--- src/rtl/regfile_write_arbiter.sv ---
// Write-port arbiter for the 8x16 register file: ALU and load writebacks share one
// registered write stage, with a per-register busy scoreboard. Define WB_STARVE_EN for the ALU anti-starvation override.
module regfile_write_arbiter #(
   parameter int DATA_W       = 16,
   parameter int ADDR_W       = 3,
   parameter int STARVE_LIMIT = 3
) (
   input  logic                     Clock,
   input  logic                     Reset,
   input  logic                     AluValid,
   input  logic [ADDR_W-1:0]        AluRD,
   input  logic [DATA_W-1:0]        AluData,
   output logic                     AluReady,
   input  logic                     MemValid,
   input  logic [ADDR_W-1:0]        MemRD,
   input  logic [DATA_W-1:0]        MemData,
   output logic                     MemReady,
   input  logic                     IssueValid,
   input  logic [ADDR_W-1:0]        IssueRD,
   output logic                     IssueStall,
   output logic [(1<<ADDR_W)-1:0]   Busy,
   output logic                     RegWrite,
   output logic [ADDR_W-1:0]        RD,
   output logic [DATA_W-1:0]        WriteData
);

   localparam int NREGS = 1 << ADDR_W;

   logic             alu_ready_s;
   logic             mem_ready_s;
   logic             starve_force_s;
   logic [NREGS-1:0] clr_mask_s;
   logic [NREGS-1:0] set_mask_s;
   logic [NREGS-1:0] busy_next_s;

`ifdef WB_STARVE_EN
   logic [1:0] starve_cnt_r;

   // Counts consecutive cycles in which a pending ALU request lost arbitration
   always_ff @(posedge Clock or posedge Reset) begin
      if (Reset) begin
         starve_cnt_r <= 2'd0;
      end else if (!AluValid || alu_ready_s) begin
         starve_cnt_r <= 2'd0;
      end else begin
         starve_cnt_r <= starve_cnt_r + 2'd1;
      end
   end

   assign starve_force_s = (starve_cnt_r == 2'(STARVE_LIMIT)) && AluValid && MemValid;
`else
   assign starve_force_s = 1'b0;
`endif

   // Grant selection: loads have fixed priority unless the ALU is being rescued
   always_comb begin
      alu_ready_s = 1'b0;
      mem_ready_s = 1'b0;
      if (Reset) begin
         alu_ready_s = 1'b0;
         mem_ready_s = 1'b0;
      end else if (MemValid && !starve_force_s) begin
         mem_ready_s = 1'b1;
      end else if (AluValid) begin
         alu_ready_s = 1'b1;
      end else begin
         alu_ready_s = 1'b0;
      end
   end

   assign AluReady   = alu_ready_s;
   assign MemReady   = mem_ready_s;
   assign IssueStall = IssueValid && Busy[IssueRD] && !Reset;

   // Registered write stage; address and data hold while idle
   always_ff @(posedge Clock or posedge Reset) begin
      if (Reset) begin
         RegWrite  <= 1'b0;
         RD        <= '0;
         WriteData <= '0;
      end else if (mem_ready_s) begin
         RegWrite  <= 1'b1;
         RD        <= MemRD;
         WriteData <= MemData;
      end else if (alu_ready_s) begin
         RegWrite  <= 1'b1;
         RD        <= AluRD;
         WriteData <= AluData;
      end else begin
         RegWrite  <= 1'b0;
      end
   end

   // Scoreboard update; a reservation on the register being retired survives the clear
   always_comb begin
      clr_mask_s = '0;
      set_mask_s = '0;
      if (RegWrite) begin
         clr_mask_s[RD] = 1'b1;
      end else begin
         clr_mask_s = '0;
      end
      if (IssueValid && (!Busy[IssueRD] || clr_mask_s[IssueRD])) begin
         set_mask_s[IssueRD] = 1'b1;
      end else begin
         set_mask_s = '0;
      end
      busy_next_s = (Busy & ~clr_mask_s) | set_mask_s;
   end

   // Busy scoreboard register
   always_ff @(posedge Clock or posedge Reset) begin
      if (Reset) begin
         Busy <= '0;
      end else begin
         Busy <= busy_next_s;
      end
   end

endmodule

--- config.mk ---
export PLATFORM = sky130hd
export DESIGN_NAME = regfile_write_arbiter
export DESIGN_NICKNAME = d
export VERILOG_FILES = /design/src/rtl/regfile_write_arbiter.sv
export SDC_FILE = /design/constraint.sdc
export NUM_CORES = 1
export LEC_CHECK = 0
export CAP_MARGIN = 20
export CORE_MARGIN = 2
export CORE_UTILIZATION = 42
export DETAILED_ROUTE_END_ITERATION = 10
export HOLD_SLACK_MARGIN = 0.06
export PLACE_DENSITY = 0.84
export SYNTH_ARGS = -nofsm -noshare
export SYNTH_HDL_FRONTEND = slang
export SYNTH_SLANG_ARGS = --single-unit
--- constraint.sdc ---
create_clock -name Clock -period 4.52 [get_ports Clock]
set_input_delay 1.356 -clock Clock [delete_from_list [all_inputs] [get_ports Clock]]
set_output_delay 1.356 -clock Clock [all_outputs]
set_load 0.05 [all_outputs]
==> results of run 1 <==
cells by family (layout without fill, tap and decap cells):
family	after synthesis	after routing	share of synthesized area
AND/OR/NAND/NOR	38	38	0.1278
XOR/XNOR	2	2	0.01178
multiplexers	21	21	0.1447
AO/OA/AOI/OAI	46	46	0.1884
flip-flops	28	28	0.4710
buffers and inverters	12	86	0.05634
worst max-delay path by stage:
| stage | end | slack, ns | cells after the start |
|---|---|---|---|
| finish | IssueStall | 0.28 | 5 |
| global route | IssueStall | 0.19 | 5 |
| CTS | IssueStall | 0.30 | 5 |
| detailed placement | IssueStall | 0.31 | 5 |
| global placement | IssueStall | 0.32 | 5 |
| floorplan | IssueStall | 0.28 | 3 |
layout make-up:
class                           instances  area [sq um]  area share
Sequential cell                        28         700.7      0.3034
Timing Repair Buffer                   79         800.8      0.3467
Tap cell                               46         57.56     0.02492
Inverter                                3         11.26    0.004875
Clock buffer                            4         36.28     0.01571
Multi-Input combinational cell        107         703.2      0.3044
cell usage in the layout (no fill, tap or decap):
master / count
buf_12: 2
inv_1: 3
o21a_1: 1
and3b_1: 2
o31ai_1: 2
clkbuf_4: 3
dfrtp_1: 28
mux2_4: 1
clkdlybuf4s50_1: 73
o31ai_2: 2
o21ai_2: 1
o221a_2: 1
mux2i_1: 20
nor2_1: 1
xor2_1: 2
buf_4: 4
o211ai_1: 1
a21oi_2: 3
nor4b_2: 1
nor4_2: 1
clkbuf_8: 1
o21ai_1: 12
and2b_1: 1
nand2_1: 27
nor3b_1: 1
a21oi_1: 3
o21ai_0: 19
nand2b_1: 4
o22a_1: 1
through the flow:
| step | worst slack [ns] | power [uW] | utilization | area [sq um] | std cells |
|---|---|---|---|---|---|
| floorplan | 0.2777 | 667.7 | - | 1488 | 147 |
| global placement | 0.3205 | 851.9 | 0.6760 | 2273 | 263 |
| detailed placement | 0.3094 | 857.2 | 0.6760 | 2273 | 263 |
| CTS | 0.2977 | 974.7 | 0.6868 | 2310 | 267 |
| global route | 0.1853 | 1021 | 0.6868 | 2310 | 267 |
| finish | 0.2797 | 964.4 | 0.6868 | 2310 | 267 |
worst max-delay path: stages:
cell	delay [ns]
clkdlybuf4s50_1	0.70
nand2_1	0.19
o22a_1	0.25
a21oi_1	0.22
buf_12	0.17
report_power, final:
| part | switching [uW] | leakage (uW) | internal [uW] |
|---|---|---|---|
| Clock | 67.6 | 0.0000210 | 49.2 |
| Sequential | 43.7 | 0.000338 | 305 |
| Combinational | 310 | 0.000592 | 189 |
| Total | 421 | 0.000951 | 543 |
metal layers:
layer | vias up | GRT usage
met4 | 0 | 0.04891
met5 | - | 0
met2 | 53 | 0.3053
li1 | 668 | -
met1 | 590 | 0.2274
met3 | 6 | 0.04464
registers in the layout, indices dropped and copies added (netlist names):
name,cells
WriteData,16
RegWrite,1
RD,3
Busy,8
==> key figures, run 1 <==
Timing
  • FMAX: about 240 MHz
  • Worst Clk Skew: just under 0.007 ns
  • RSZ-0062 raised after global routing: false
  • Setup TNS: 0 ns
  • Min cycle time layout: around 4.2 ns
  • Final Max Slew Viols: 0
  • Final hold slack: around 0.5 ns
  • Slew @ Worst Pin: approximately 0.65 ns
  • Final hold viol count: 0
  • Final setup violation count: 0
  • Tcrit/Tclk final: 0.9381
  • Headroom to the max-slew limit: 0.5659

Critical path
  • Origin of the worst setup path: IssueRD[2]
  • WP data required: 3.16 ns
  • WP data arrival: between 2 and 3 ns
  • Worst Reg-to-Reg Cells: 4
  • R2r startpoint: RD[1]$_DFFE_PP0P_
  • Worst r2r dst: Busy[0]$_DFF_PP0_
  • Crit end category: output pin
  • Worst Path Max Fanout: 8
  • Crit path launch type: primary input
  • Critical path class: primary input to output pin
  • R2R Setup Slk: 3.11 ns

Synth
  • Post-synth top cells: 28 x dfrtp_1, 27 x nand2_1, 20 x mux2i_1
  • Syn nets: roughly 190
  • Yosys warns: 0
  • Async SR Flop Fraction: 1.000
  • Top-count cell post-synth: dfrtp_1
  • Ys flop type: dfrtp_1
  • Post-synth design cell area: about 1500 sq um
  • Mapped Cells: roughly 150
  • Synth cell types: 29
  • Area leader, netlist: dfrtp_1
  • Post-synth EDFFs: 0
  • Synth top area share: 0.4710
  • Sequential share of the synthesized area: 0.4710
  • Synth top area cells: dfrtp_1 47%, mux2i_1 13%, nand2_1 6.8%, o21ai_0 6.4%, o21ai_1 4.0%
  • FF+latch count, synth: 28
  • Mean Syn Cell Area: roughly 10 sq um

CTS
  • Post CTS Setup Buffer Count: 0
  • Num CTS Buffers: 3
  • Reg clk slew, reported paths: 0.13 ns
  • Hold_buf cts: 0
  • Clk sink count: 28
  • Max H-tree Level: 1
  • CTS root buffer: clkbuf_4
  • Resized cells post-CTS: 0
  • Worst skew pair latency: approximately 0.32 ns
  • CTS tree: built
  • Clk buf depth: 2

Global routing
  • Gr usage total: 0.1799
  • Total grt overflow: 0
  • Number of global-route vias before repair: between 1000 and 1500
  • Largest net degree at the start of global routing: 30
  • Initial antenna violation count: 0
  • Wire length of the first global-routing pass: roughly 5800 microns

Detailed routing
  • Post-DRT Antenna Nets: 0
  • Detail Route met2 WL: about 1700 microns
  • DR pass1 iterations: 4
  • Wire length on met1: ~1400 microns
  • Initial drt markers: 53
  • Via count: 1317
  • Avg Vias per Cell: ~4.9
  • Number of remaining DRC errors: 0
  • Met3 wire len: between 200 and 250 microns
  • WL final: 3366 microns
  • Wirelength per Cell: between 10 and 15 microns
  • Max Used Layer: met4

Floorplan
  • Die span in x: between 60 and 70 microns
  • Std cell rows: 21
  • Initial cell density of the core: 0.4423
  • Core area: roughly 3400 sq um
  • I/O pins: 77
  • Die area: roughly 4000 sq um
  • Die H: 63.52 microns

Min path
  • Min-delay worst type: register to register
  • Hold path depth: 2
  • WHS Endpoint: WriteData[15]$_DFFE_PP0P_
  • Hold wc startpoint: WriteData[15]$_DFFE_PP0P_

Placed design
  • Buffers added on ports: 76
  • GPL Wtd Cong: between 0.9 and 1
  • Final HPWL from detailed placement: between 2000 and 3000 microns

Finish
  • Final nets: between 200 and 300
  • Fraction of layout cells with a size suffix above 1: 0.09050
  • ANT cells: 0
  • Area delta synth->final: 55.26%
  • FILL cells: approximately 300

Job
  • Maxcap violations: 0

Power and ir drop
  • Peak supply drop: around 0.18 mV
  • Leakage Power: approximately 0.00095 uW
  • PD cells: 417.5 nW/um^2

Run status
  • Status: finished, final reports clean
No activity file was read; power rests on OpenSTA's default activity.
==> run 2: changes to the inputs <==
--- a/config.mk
+++ b/config.mk
@@ -8,6 +8,7 @@
 export CAP_MARGIN = 20
 export CORE_MARGIN = 2
 export CORE_UTILIZATION = 42
+export CTS_CLUSTER_SIZE = 25
 export DETAILED_ROUTE_END_ITERATION = 10
 export HOLD_SLACK_MARGIN = 0.06
 export PLACE_DENSITY = 0.84
==> constraint.sdc (replaced) <==
create_clock -name Clock -period 4.52 [get_ports Clock]
set_input_delay 1.356 -clock Clock [delete_from_list [all_inputs] [get_ports Clock]]
set_output_delay 1.356 -clock Clock [all_outputs]
set_load 0.005 [all_outputs]
==> run 2 against run 1 <==
Compared with the run above:
- sequential cell count unchanged
- clock power increased by 38%
- power decreased by 16%
- via count increased by 3.5%
- critical path depth unchanged
- largest cell class unchanged
- largest power group is now registers
- highest routed layer unchanged
==> key figures, run 2 (synthesis gave the netlist of run 1 again) <==
Global routing
  • Largest net degree at the start of global routing: 30 (unchanged)
  • Number of global-route vias before repair: 1279 (-1.2%)
  • Initial antenna violation count: 0 (unchanged)
  • Gr usage total: 0.1836 (+0.003694)
  • Total grt overflow: 0 (unchanged)
  • Wire length of the first global-routing pass: 5858 microns (+0.72%)

Finish
  • Commonest non-fill, non-tap cell in the layout: clkdlybuf4s50_1
  • Fraction of layout cells with a size suffix above 1: 0.08929 (-0.001212)
  • Most frequent cells in the layout: 76 x clkdlybuf4s50_1, 28 x dfrtp_1, 27 x nand2_1, 20 x mux2i_1, 19 x o21ai_0
  • Max reg flops: 16 (unchanged)
  • Area delta synth->final: 56.69%
  • Finished Cell Area: 2331 sq um (+0.92%)
  • Largest register by flop count: WriteData
  • Final nets: 271 (+1.1%)
  • FILL cells: 306 (+0.66%)
  • ANT cells: 0 (unchanged)
  • Largest regs: WriteData x16, Busy x8, RD x3
  • Core Util, Final: 0.6931 (+0.006324)

Run status
  • Status: finished, final reports clean

Critical path
  • Crit path max-delay family: buffers and inverters
  • Crit end category: output pin
  • Worst Path Max Fanout: 5 (-3)
  • WP data required: 3.16 ns (about the same)
  • Slowest CP cell: clkdlybuf4s50_1
  • Crit path cell chain: clkdlybuf4s50_1 -> mux2_4 -> o211ai_1 -> a21oi_1 -> clkdlybuf4s50_1
  • Most frequent CP cell: clkdlybuf4s50_1
  • Critical path class: primary input to output pin
  • WP data arrival: 2.99 ns (+0.11 ns)
  • Crit-path max cell delay: 0.59 ns (-0.11 ns)
  • Crit path launch type: primary input
  • WP buf/inv: 2 (unchanged)

Power and ir drop
  • Peak supply drop: 0.2024 mV (+11%)
  • Pwr Total: 807.2 uW (-16%)
  • PD cells: 346.3 nW/um^2 (-17%)
  • Leakage Power: 0.0009609 uW (+1.0%)

Job
  • Maxcap violations: 0 (unchanged)

Timing
  • Final Max Slew Viols: 0 (unchanged)
  • FMAX: 230.2 MHz (-2.4%)
  • Slew @ Worst Pin: 0.6417 ns (-0.009348 ns)
  • Final setup violation count: 0 (unchanged)
  • Headroom to the max-slew limit: 0.5722 (+0.006233)
  • Min cycle time layout: 4.345 ns (+0.1045 ns)
  • Final setup margin: 0.1751 ns (-0.1045 ns)
  • Tcrit/Tclk final: 0.9613 (+0.02312)
  • Worst Clk Skew: 0.004716 ns (-0.002157 ns)
  • Final hold viol count: 0 (unchanged)
  • RSZ-0062 raised after global routing: false
  • Setup TNS: 0 ns (unchanged)

Detailed routing
  • Avg Vias per Cell: 5.048 (+2.3%)
  • Number of remaining DRC errors: 0 (unchanged)
  • DR pass1 iterations: 4 (unchanged)
  • Wirelength per Cell: 12.71 microns (+0.86%)
  • WL final: 3433 microns (+2.0%)
  • Initial drt markers: 84 (+58%)
  • Via count: 1363 (+3.5%)
  • Post-DRT Antenna Nets: 0 (unchanged)

CTS
  • Clk buf depth: 2 (unchanged)
  • Hold_buf cts: 0 (unchanged)
  • Resized cells post-CTS: 0 (unchanged)
  • CTS root buffer: clkbuf_4
  • CTS tree: built
  • Post CTS Setup Buffer Count: 0 (unchanged)
  • Worst skew pair latency: 0.32 ns (about the same)
  • Max H-tree Level: 1 (unchanged)
  • Num CTS Buffers: 3 (unchanged)
  • Reg clk slew, reported paths: 0.14 ns (about the same)
  • Clk sink count: 28 (unchanged)

Floorplan
  • I/O pins: 77 (unchanged)
  • Die span in x: 63.52 microns (unchanged)
  • Initial cell density of the core: 0.4423 (unchanged)
  • Core area: 3363 sq um (unchanged)
  • Die area: 4034 sq um (unchanged)
  • Std cell rows: 21 (unchanged)
  • Die H: 63.52 microns (unchanged)

Placed design
  • Dpl ws: 0.1780 ns (-0.1313 ns)
  • Final HPWL from detailed placement: 2783 microns (+2.0%)
  • Placed Area: 2278 sq um (+0.22%)
  • GPL Wtd Cong: 0.9134 (+0.51%)
  • Buffers added on ports: 76 (unchanged)

Min path
  • Min-delay worst type: register to register
run 2: changes by cell type in the layout (fill, tap and decap cells not counted), sizes merged:
cell           change
clkdlybuf4s50      +3
bufinv             +1
clkbuf             -1
run 2: metal layers:
layer	vias up	share of wire	global-route usage
met5	-	0	0
met3	8	0.081	0.03750
met4	0	0.019	0.07065
met1	613	0.41	0.2319
li1	670	-	-
met2	72	0.49	0.3079
run 2: power by group:
| part | internal [uW] | switching (uW) | total, uW |
|---|---|---|---|
| clock network | 89.6 | 71.2 | 161 |
| registers | 305 | 44.6 | 350 |
| logic | 187 | 109 | 296 |
run 2: final cells by class:
| class | count | area (sq um) | share of cell area |
|---|---|---|---|
| clock buffer | 3 | 22.52 | 0.009662 |
| clock inverter | 1 | 30.03 | 0.01288 |
| inverter | 3 | 11.26 | 0.004831 |
| multi-input combinational | 107 | 703.2 | 0.3017 |
| sequential | 28 | 700.7 | 0.3006 |
| tap | 46 | 57.56 | 0.02469 |
| timing repair buffer | 82 | 805.8 | 0.3457 |
run 2: through the flow:
stage	hold slack, ns	std cells
global route	0.5297	270
detailed placement	0.4754	266
CTS	0.5096	270
global placement	0.4603	266
finish	0.5034	270
floorplan	0.4733	147
run 2: final timing paths:
path                                          start                        end  slack, ns  depth (start not counted)
min in group asynchronous                     Reset  WriteData[11]$_DFFE_PP0P_       1.54                          3
max in group asynchronous                     Reset          Busy[4]$_DFF_PP0_       2.73                          3
setup / recovery                         IssueRD[2]                 IssueStall       0.18                          5
hold reg to reg            WriteData[5]$_DFFE_PP0P_   WriteData[5]$_DFFE_PP0P_       0.50                          2
setup reg to reg                  RD[1]$_DFFE_PP0P_          Busy[7]$_DFF_PP0_       3.09                          4
hold / removal             WriteData[5]$_DFFE_PP0P_   WriteData[5]$_DFFE_PP0P_       0.50                          2
run 2: tightest hold or removal path: cells and delay by family (launching register included):
kind | cells | cell delay (ns)
AOI/OAI and AO/OA | 1 | 0.06
and+or+nand+nor | 1 | 0.05
DFF | 1 | 0.37
